## src/rtl/regfile_pkg.sv

```systemverilog
// Shared widths, FSM states and the latched request record for the
// two-requester register-file arbiter.
package regfile_pkg;

  localparam int RF_DATA_W = 16;
  localparam int RF_ADDR_W = 5;
  localparam int RF_NREGS  = 16;

  typedef enum logic [1:0] {
    IDLE = 2'd0,
    ACC  = 2'd1,
    DONE = 2'd2
  } state_e;

  typedef struct packed {
    logic                 we;
    logic [RF_ADDR_W-1:0] ra;
    logic [RF_ADDR_W-1:0] rb;
    logic [RF_ADDR_W-1:0] wa;
    logic [RF_DATA_W-1:0] wd;
    logic                 id;
  } req_t;

endpackage

```

## src/rtl/rr_arbiter2.sv

```systemverilog
// Combinational two-way round-robin pick: on a tie the requester that did
// not win last time goes first; a lone requester always wins.
module rr_arbiter2 (
  input  logic [1:0] valid_i,
  input  logic       last_grant_i,
  output logic [1:0] gnt_o,
  output logic       win_o
);

  always_comb begin
    gnt_o = 2'b00;
    win_o = 1'b0;
    case (valid_i)
      2'b01: begin
        gnt_o = 2'b01;
        win_o = 1'b0;
      end
      2'b10: begin
        gnt_o = 2'b10;
        win_o = 1'b1;
      end
      2'b11: begin
        win_o = ~last_grant_i;
        gnt_o = last_grant_i ? 2'b01 : 2'b10;
      end
      default: ;
    endcase
  end

endmodule

```

## src/rtl/regfile_arbiter.sv

```systemverilog
// Two-requester front end to a single-port register file: one operation
// every three cycles (IDLE -> ACC -> DONE), round-robin granted.
module regfile_arbiter
  import regfile_pkg::*;
#(
  parameter int DATA_W = RF_DATA_W,
  parameter int ADDR_W = RF_ADDR_W,
  parameter int NREGS  = RF_NREGS
) (
  input  logic                   clk,
  input  logic                   rst_n,
  input  logic [1:0]             req_valid,
  output logic [1:0]             req_ready,
  input  logic [1:0]             req_we,
  input  logic [1:0][ADDR_W-1:0] req_ra,
  input  logic [1:0][ADDR_W-1:0] req_rb,
  input  logic [1:0][ADDR_W-1:0] req_wa,
  input  logic [1:0][DATA_W-1:0] req_wd,
  output logic [1:0]             resp_valid,
  output logic [1:0]             resp_err,
  output logic [1:0][DATA_W-1:0] resp_da,
  output logic [1:0][DATA_W-1:0] resp_db,
  output logic [ADDR_W-1:0]      rf_reg1,
  output logic [ADDR_W-1:0]      rf_reg2,
  output logic [ADDR_W-1:0]      rf_rdst,
  output logic [DATA_W-1:0]      rf_in,
  output logic                   rf_rd,
  input  logic [DATA_W-1:0]      rf_out1,
  input  logic [DATA_W-1:0]      rf_out2
);

  state_e state_q, state_d;
  logic   last_grant_q;
  req_t   op_q, win_req;
  logic   rf_rd_q;
  logic [1:0]             resp_valid_q, resp_err_q;
  logic [1:0][DATA_W-1:0] resp_da_q, resp_db_q;
  logic [1:0] gnt;
  logic       win, hs, op_err;

  function automatic logic addr_bad(input logic [ADDR_W-1:0] a);
    return int'(a) >= NREGS;
  endfunction

  rr_arbiter2 u_arb (
    .valid_i      (req_valid),
    .last_grant_i (last_grant_q),
    .gnt_o        (gnt),
    .win_o        (win)
  );

  assign req_ready = (state_q == IDLE) ? (gnt & req_valid) : 2'b00;
  assign hs        = |req_ready;

  always_comb begin
    win_req    = '0;
    win_req.we = req_we[win];
    win_req.ra = req_ra[win];
    win_req.rb = req_rb[win];
    win_req.wa = req_wa[win];
    win_req.wd = req_wd[win];
    win_req.id = win;
  end

  always_comb begin
    state_d = state_q;
    case (state_q)
      IDLE:    if (hs) state_d = ACC;
      ACC:     state_d = DONE;
      DONE:    state_d = IDLE;
      default: state_d = IDLE;
    endcase
  end

  assign op_err = op_q.we ? addr_bad(op_q.wa)
                          : (addr_bad(op_q.ra) | addr_bad(op_q.rb));

  always_ff @(posedge clk or negedge rst_n) begin
    if (!rst_n) begin
      state_q      <= IDLE;
      last_grant_q <= 1'b1;
      op_q         <= '0;
      rf_rd_q      <= 1'b1;
      resp_valid_q <= '0;
      resp_err_q   <= '0;
      resp_da_q    <= '0;
      resp_db_q    <= '0;
    end else begin
      state_q      <= state_d;
      resp_valid_q <= '0;
      rf_rd_q      <= 1'b1;
      if (hs) begin
        op_q         <= win_req;
        last_grant_q <= win;
        // Write strobe is launched from the flop so it is low for all of ACC
        if (win_req.we && !addr_bad(win_req.wa)) rf_rd_q <= 1'b0;
      end
      if (state_q == ACC) begin
        resp_valid_q[op_q.id] <= 1'b1;
        resp_err_q[op_q.id]   <= op_err;
        resp_da_q[op_q.id]    <= (op_q.we || op_err) ? '0 : rf_out1;
        resp_db_q[op_q.id]    <= (op_q.we || op_err) ? '0 : rf_out2;
      end
    end
  end

  // Register-file address/data come straight from the latched op and hold between ops
  assign rf_reg1    = op_q.ra;
  assign rf_reg2    = op_q.rb;
  assign rf_rdst    = op_q.wa;
  assign rf_in      = op_q.wd;
  assign rf_rd      = rf_rd_q;
  assign resp_valid = resp_valid_q;
  assign resp_err   = resp_err_q;
  assign resp_da    = resp_da_q;
  assign resp_db    = resp_db_q;

endmodule

```

## config.mk

```make
export PLATFORM = sky130hd
export DESIGN_NAME = regfile_arbiter
export DESIGN_NICKNAME = d
export VERILOG_FILES = /design/src/rtl/regfile_pkg.sv /design/src/rtl/rr_arbiter2.sv /design/src/rtl/regfile_arbiter.sv
export SDC_FILE = /design/constraint.sdc
export NUM_CORES = 1
export LEC_CHECK = 0
export CAP_MARGIN = 20
export CORE_ASPECT_RATIO = 1.5
export CORE_MARGIN = 2
export CORE_UTILIZATION = 42
export DETAILED_ROUTE_END_ITERATION = 8
export GPL_TIMING_DRIVEN = 0
export PLACE_DENSITY = 0.8
export SLEW_MARGIN = 30
export SYNTH_ARGS = -nofsm -noshare
export SYNTH_HDL_FRONTEND = slang
export SYNTH_SLANG_ARGS = --single-unit
```

## constraint.sdc

```tcl
create_clock -name clk -period 1.94 [get_ports clk]
set_input_delay 0.388 -clock clk [delete_from_list [all_inputs] [get_ports clk]]
set_output_delay 0.388 -clock clk [all_outputs]
set_load 0.01 [all_outputs]
```

==> impl_metrics.tcl <==
set metrics [dict create \
    status "complete, but fails checks" \
    violations "hold timing" \
    path_clk_slew_ns 0.07 \
    ir_drop_v 0.0009285 \
    seq_area_frac_synth_pct 57.59 \
    worst_setup_path_end_kind "output pin" \
    dpl-instance-area_mm2 0.006788 \
    fin_nets 800 \
    vias 4259 \
    clk_latency_ns 0.34 \
    power_leakage_uw 0.003023 \
    start_util_pct 43.12 \
    fillers 877 \
    place.gp.congestion 0.8416 \
    synth_ff_type "dfrtp_1" \
    grt_use_total_pct 22.61 \
    finalSetupViolCount 0 \
    critPathKind "flop to output pin" \
    dpl.hpwl_um 10260 \
    die-area_mm2 0.01174 \
    rsz0062_at_grt "no" \
    first_pass_iters 6 \
    yosys.cell_count.top_type "nand2_1" \
    fp.coreArea_mm2 0.01059 \
    worst_pin_slew_ns 0.5419 \
    slew_headroom_pct 63.87 \
    r2r_start "rf_reg1[4]" \
    syn_inst 486 \
    syn_nets 586 \
    synth_top_area_share_pct 56.44 \
    design_power_total_uw 11300 \
    antennaDiodeCount 0 \
    critPathLaunch "last_grant_q" \
    clock.fmax_ghz 0.5459 \
    final_antenna_net_count 0 \
    drive_above_1_share_pct 12.36 \
    synth_cell_type_count 25 \
    die_w_um 89.14 \
    cp_max_fo 7 \
    cp.arrival_ns 1.44 \
    synth_warnings 0 \
    grt_pass1_wl_um 21020 \
    die_h_um 131.7 \
    synth-edff-count 0 \
    antenna_found_initial 0 \
    netlist_area_mm2 0.004567 \
    fin_util_pct 67.05 \
    numCtsBuffers 9 \
    min_period_ns 1.832 \
    synth.avg_cell_area_um2 9.397 \
    clockBufferDepth 2 \
    yosys-top-cells-count "nand2_1 (163), dfrtp_1 (103), a21oi_1 (34), o21ai_0 (34), o21ai_1 (33)" \
    holdCritPathClass "input port to asynchronous set/reset pin" \
    maxCapViolCount 0 \
    final_area_mm2 0.007101 \
    io_pins 202 \
    wirelength_um 13240 \
    cts_tree "done" \
    first_global_vias 4432 \
    cp_data_required_time_ns 1.55 \
    r2r_end "resp_db[29]" \
    port_buffers 201 \
    setup_tns_ns 0 \
    synth_area_leader_cell "dfrtp_1" \
    period_share_pct 94.42 \
    initialDrtViolationCount 133 \
    syn2layout_area_growth_pct 55.48 \
    r2r_slack_ns 0.38 \
    grt_max_degree 55 \
    overflow 0 \
    fin_skew_ns 0.006282 \
    final_hold_viol_count 10 \
    route.detailed.drc 0 \
    wire_per_inst_um 15.61 \
    clock-sinks 105 \
    rr_worst_depth 4 \
    h-tree-depth 3 \
    cts-root-buf "clkbuf_16" \
    rows 46 \
    synthArstFlopShare_pct 100.0 \
    drv_slew 0 \
    critPathLaunchType "flop" \
    via_per_inst 5.022 \
    synth-seq-cells 105 \
    synth.top_cells.by_area "dfrtp_1 (56%), nand2_1 (13%), buf_4 (5.3%)" \
    whs_ns -0.007707 \
    powerDensity_mw_per_mm2 1592 \
]
[cells in the final DEF, fill, tap and decap left out, types with 2 or more instances in the layout]
cell type and n:
dlygate4sd2_1 3, nand2_1 163, clkbuf_1 14, o21ai_0 34
a31oi_2 8, clkbuf_16 9, a21o_1 2, nor3b_1 2
o21ai_1 33, dfstp_2 2, buf_6 8, inv_1 4
a31oi_1 25, buf_2 15, dfrtp_1 103, clkbuf_8 2
a21oi_1 34, inv_6 2, nor3_2 2, clkdlybuf4s50_1 196
buf_4 33
[routing by layer]
layer,routed length (um),part of all wire (%),track usage (%),up-vias
li1,-,-,-,2018
met1,4865,37,25.34,2028
met2,7125,54,41.15,193
met3,984,7.4,4.523,20
met4,261,2.0,7.794,0
met5,0,0,0,-
[registers in the layout, indices dropped and copies added, names as in the netlist]
name	flops
resp_da	32
resp_db	32
rf_in	16
rf_rdst	5
rf_reg1	5
rf_reg2	5
op_q	2
resp_err	2
resp_valid	2
state_q	2
last_grant_q	1
rf_rd	1
[power by group]
| group | internal, uW | total [uW] | switching (uW) |
|---|---|---|---|
| clock | 1070 | 1870 | 793 |
| combinational | 3030 | 5590 | 2560 |
| sequential | 3220 | 3850 | 623 |
| total | 7320 | 11300 | 3980 |
[repair_timing]
| action | CTS | global route |
|---|---|---|
| hold buffers | 0 | 0 |
| buffers inserted | 1 | 0 |
| gates resized for setup | 10 | 0 |
| setup endpoints to repair | 2 | 0 |
[kinds of logic (layout without fill, tap and decap cells)]
logic type      count (synthesis)  count (layout)  share of synthesized area (%)
compound gates                138             138                          17.48
flops                         105             105                          57.59
simple gates                  173             173                          15.01
buf+inv                        70             288                          9.918
[worst max-delay path: stages (launching register included)]
cell and delay (ns):
dfstp_2 0.57, a21bo_2 0.14, buf_2 0.19, nor3_2 0.06, buf_2 0.15
[how the worst max path moves through the flow]
| stage | cells after the start | slack [ns] | end |
|---|---|---|---|
| 6_report | 4 | 0.11 | req_ready[1] |
| 5_1_grt | 4 | 0.02 | req_ready[0] |
| 4_1_cts | 4 | 0.09 | req_ready[1] |
| 3_5_place_dp | 5 | -0.58 | req_ready[1] |
| 3_3_place_gp | 1 | -3.30 | rf_reg1[3] |
| 2_1_floorplan | 3 | 0.52 | req_ready[1] |
[stage by stage]
| stage | worst slack, ns | hold slack [ns] | cells |
|---|---|---|---|
| final | 0.1083 | -0.007707 | 848 |
| after global routing | 0.02319 | 0.03343 | 848 |
| after CTS | 0.09162 | 0.006558 | 848 |
| after detailed placement | -0.5755 | 0.3769 | 832 |
| after global placement | -3.296 | 0.4625 | 831 |
| after floorplan | 0.5168 | 0.09241 | 486 |
[area by class of cell]
class / count / area [um2] / share of cell area [%]
flip-flops and latches: 105 / 2630 / 37.04
repair buffers: 203 / 2039 / 28.72
multi-input cells: 311 / 1494 / 21.04
plain buffers: 66 / 437.9 / 6.167
clock buffers: 12 / 256.5 / 3.612
well taps: 144 / 180.2 / 2.537
clock inverters: 3 / 47.55 / 0.6696
inverters: 4 / 15.01 / 0.2115
No activity file was read; power rests on OpenSTA's default activity.
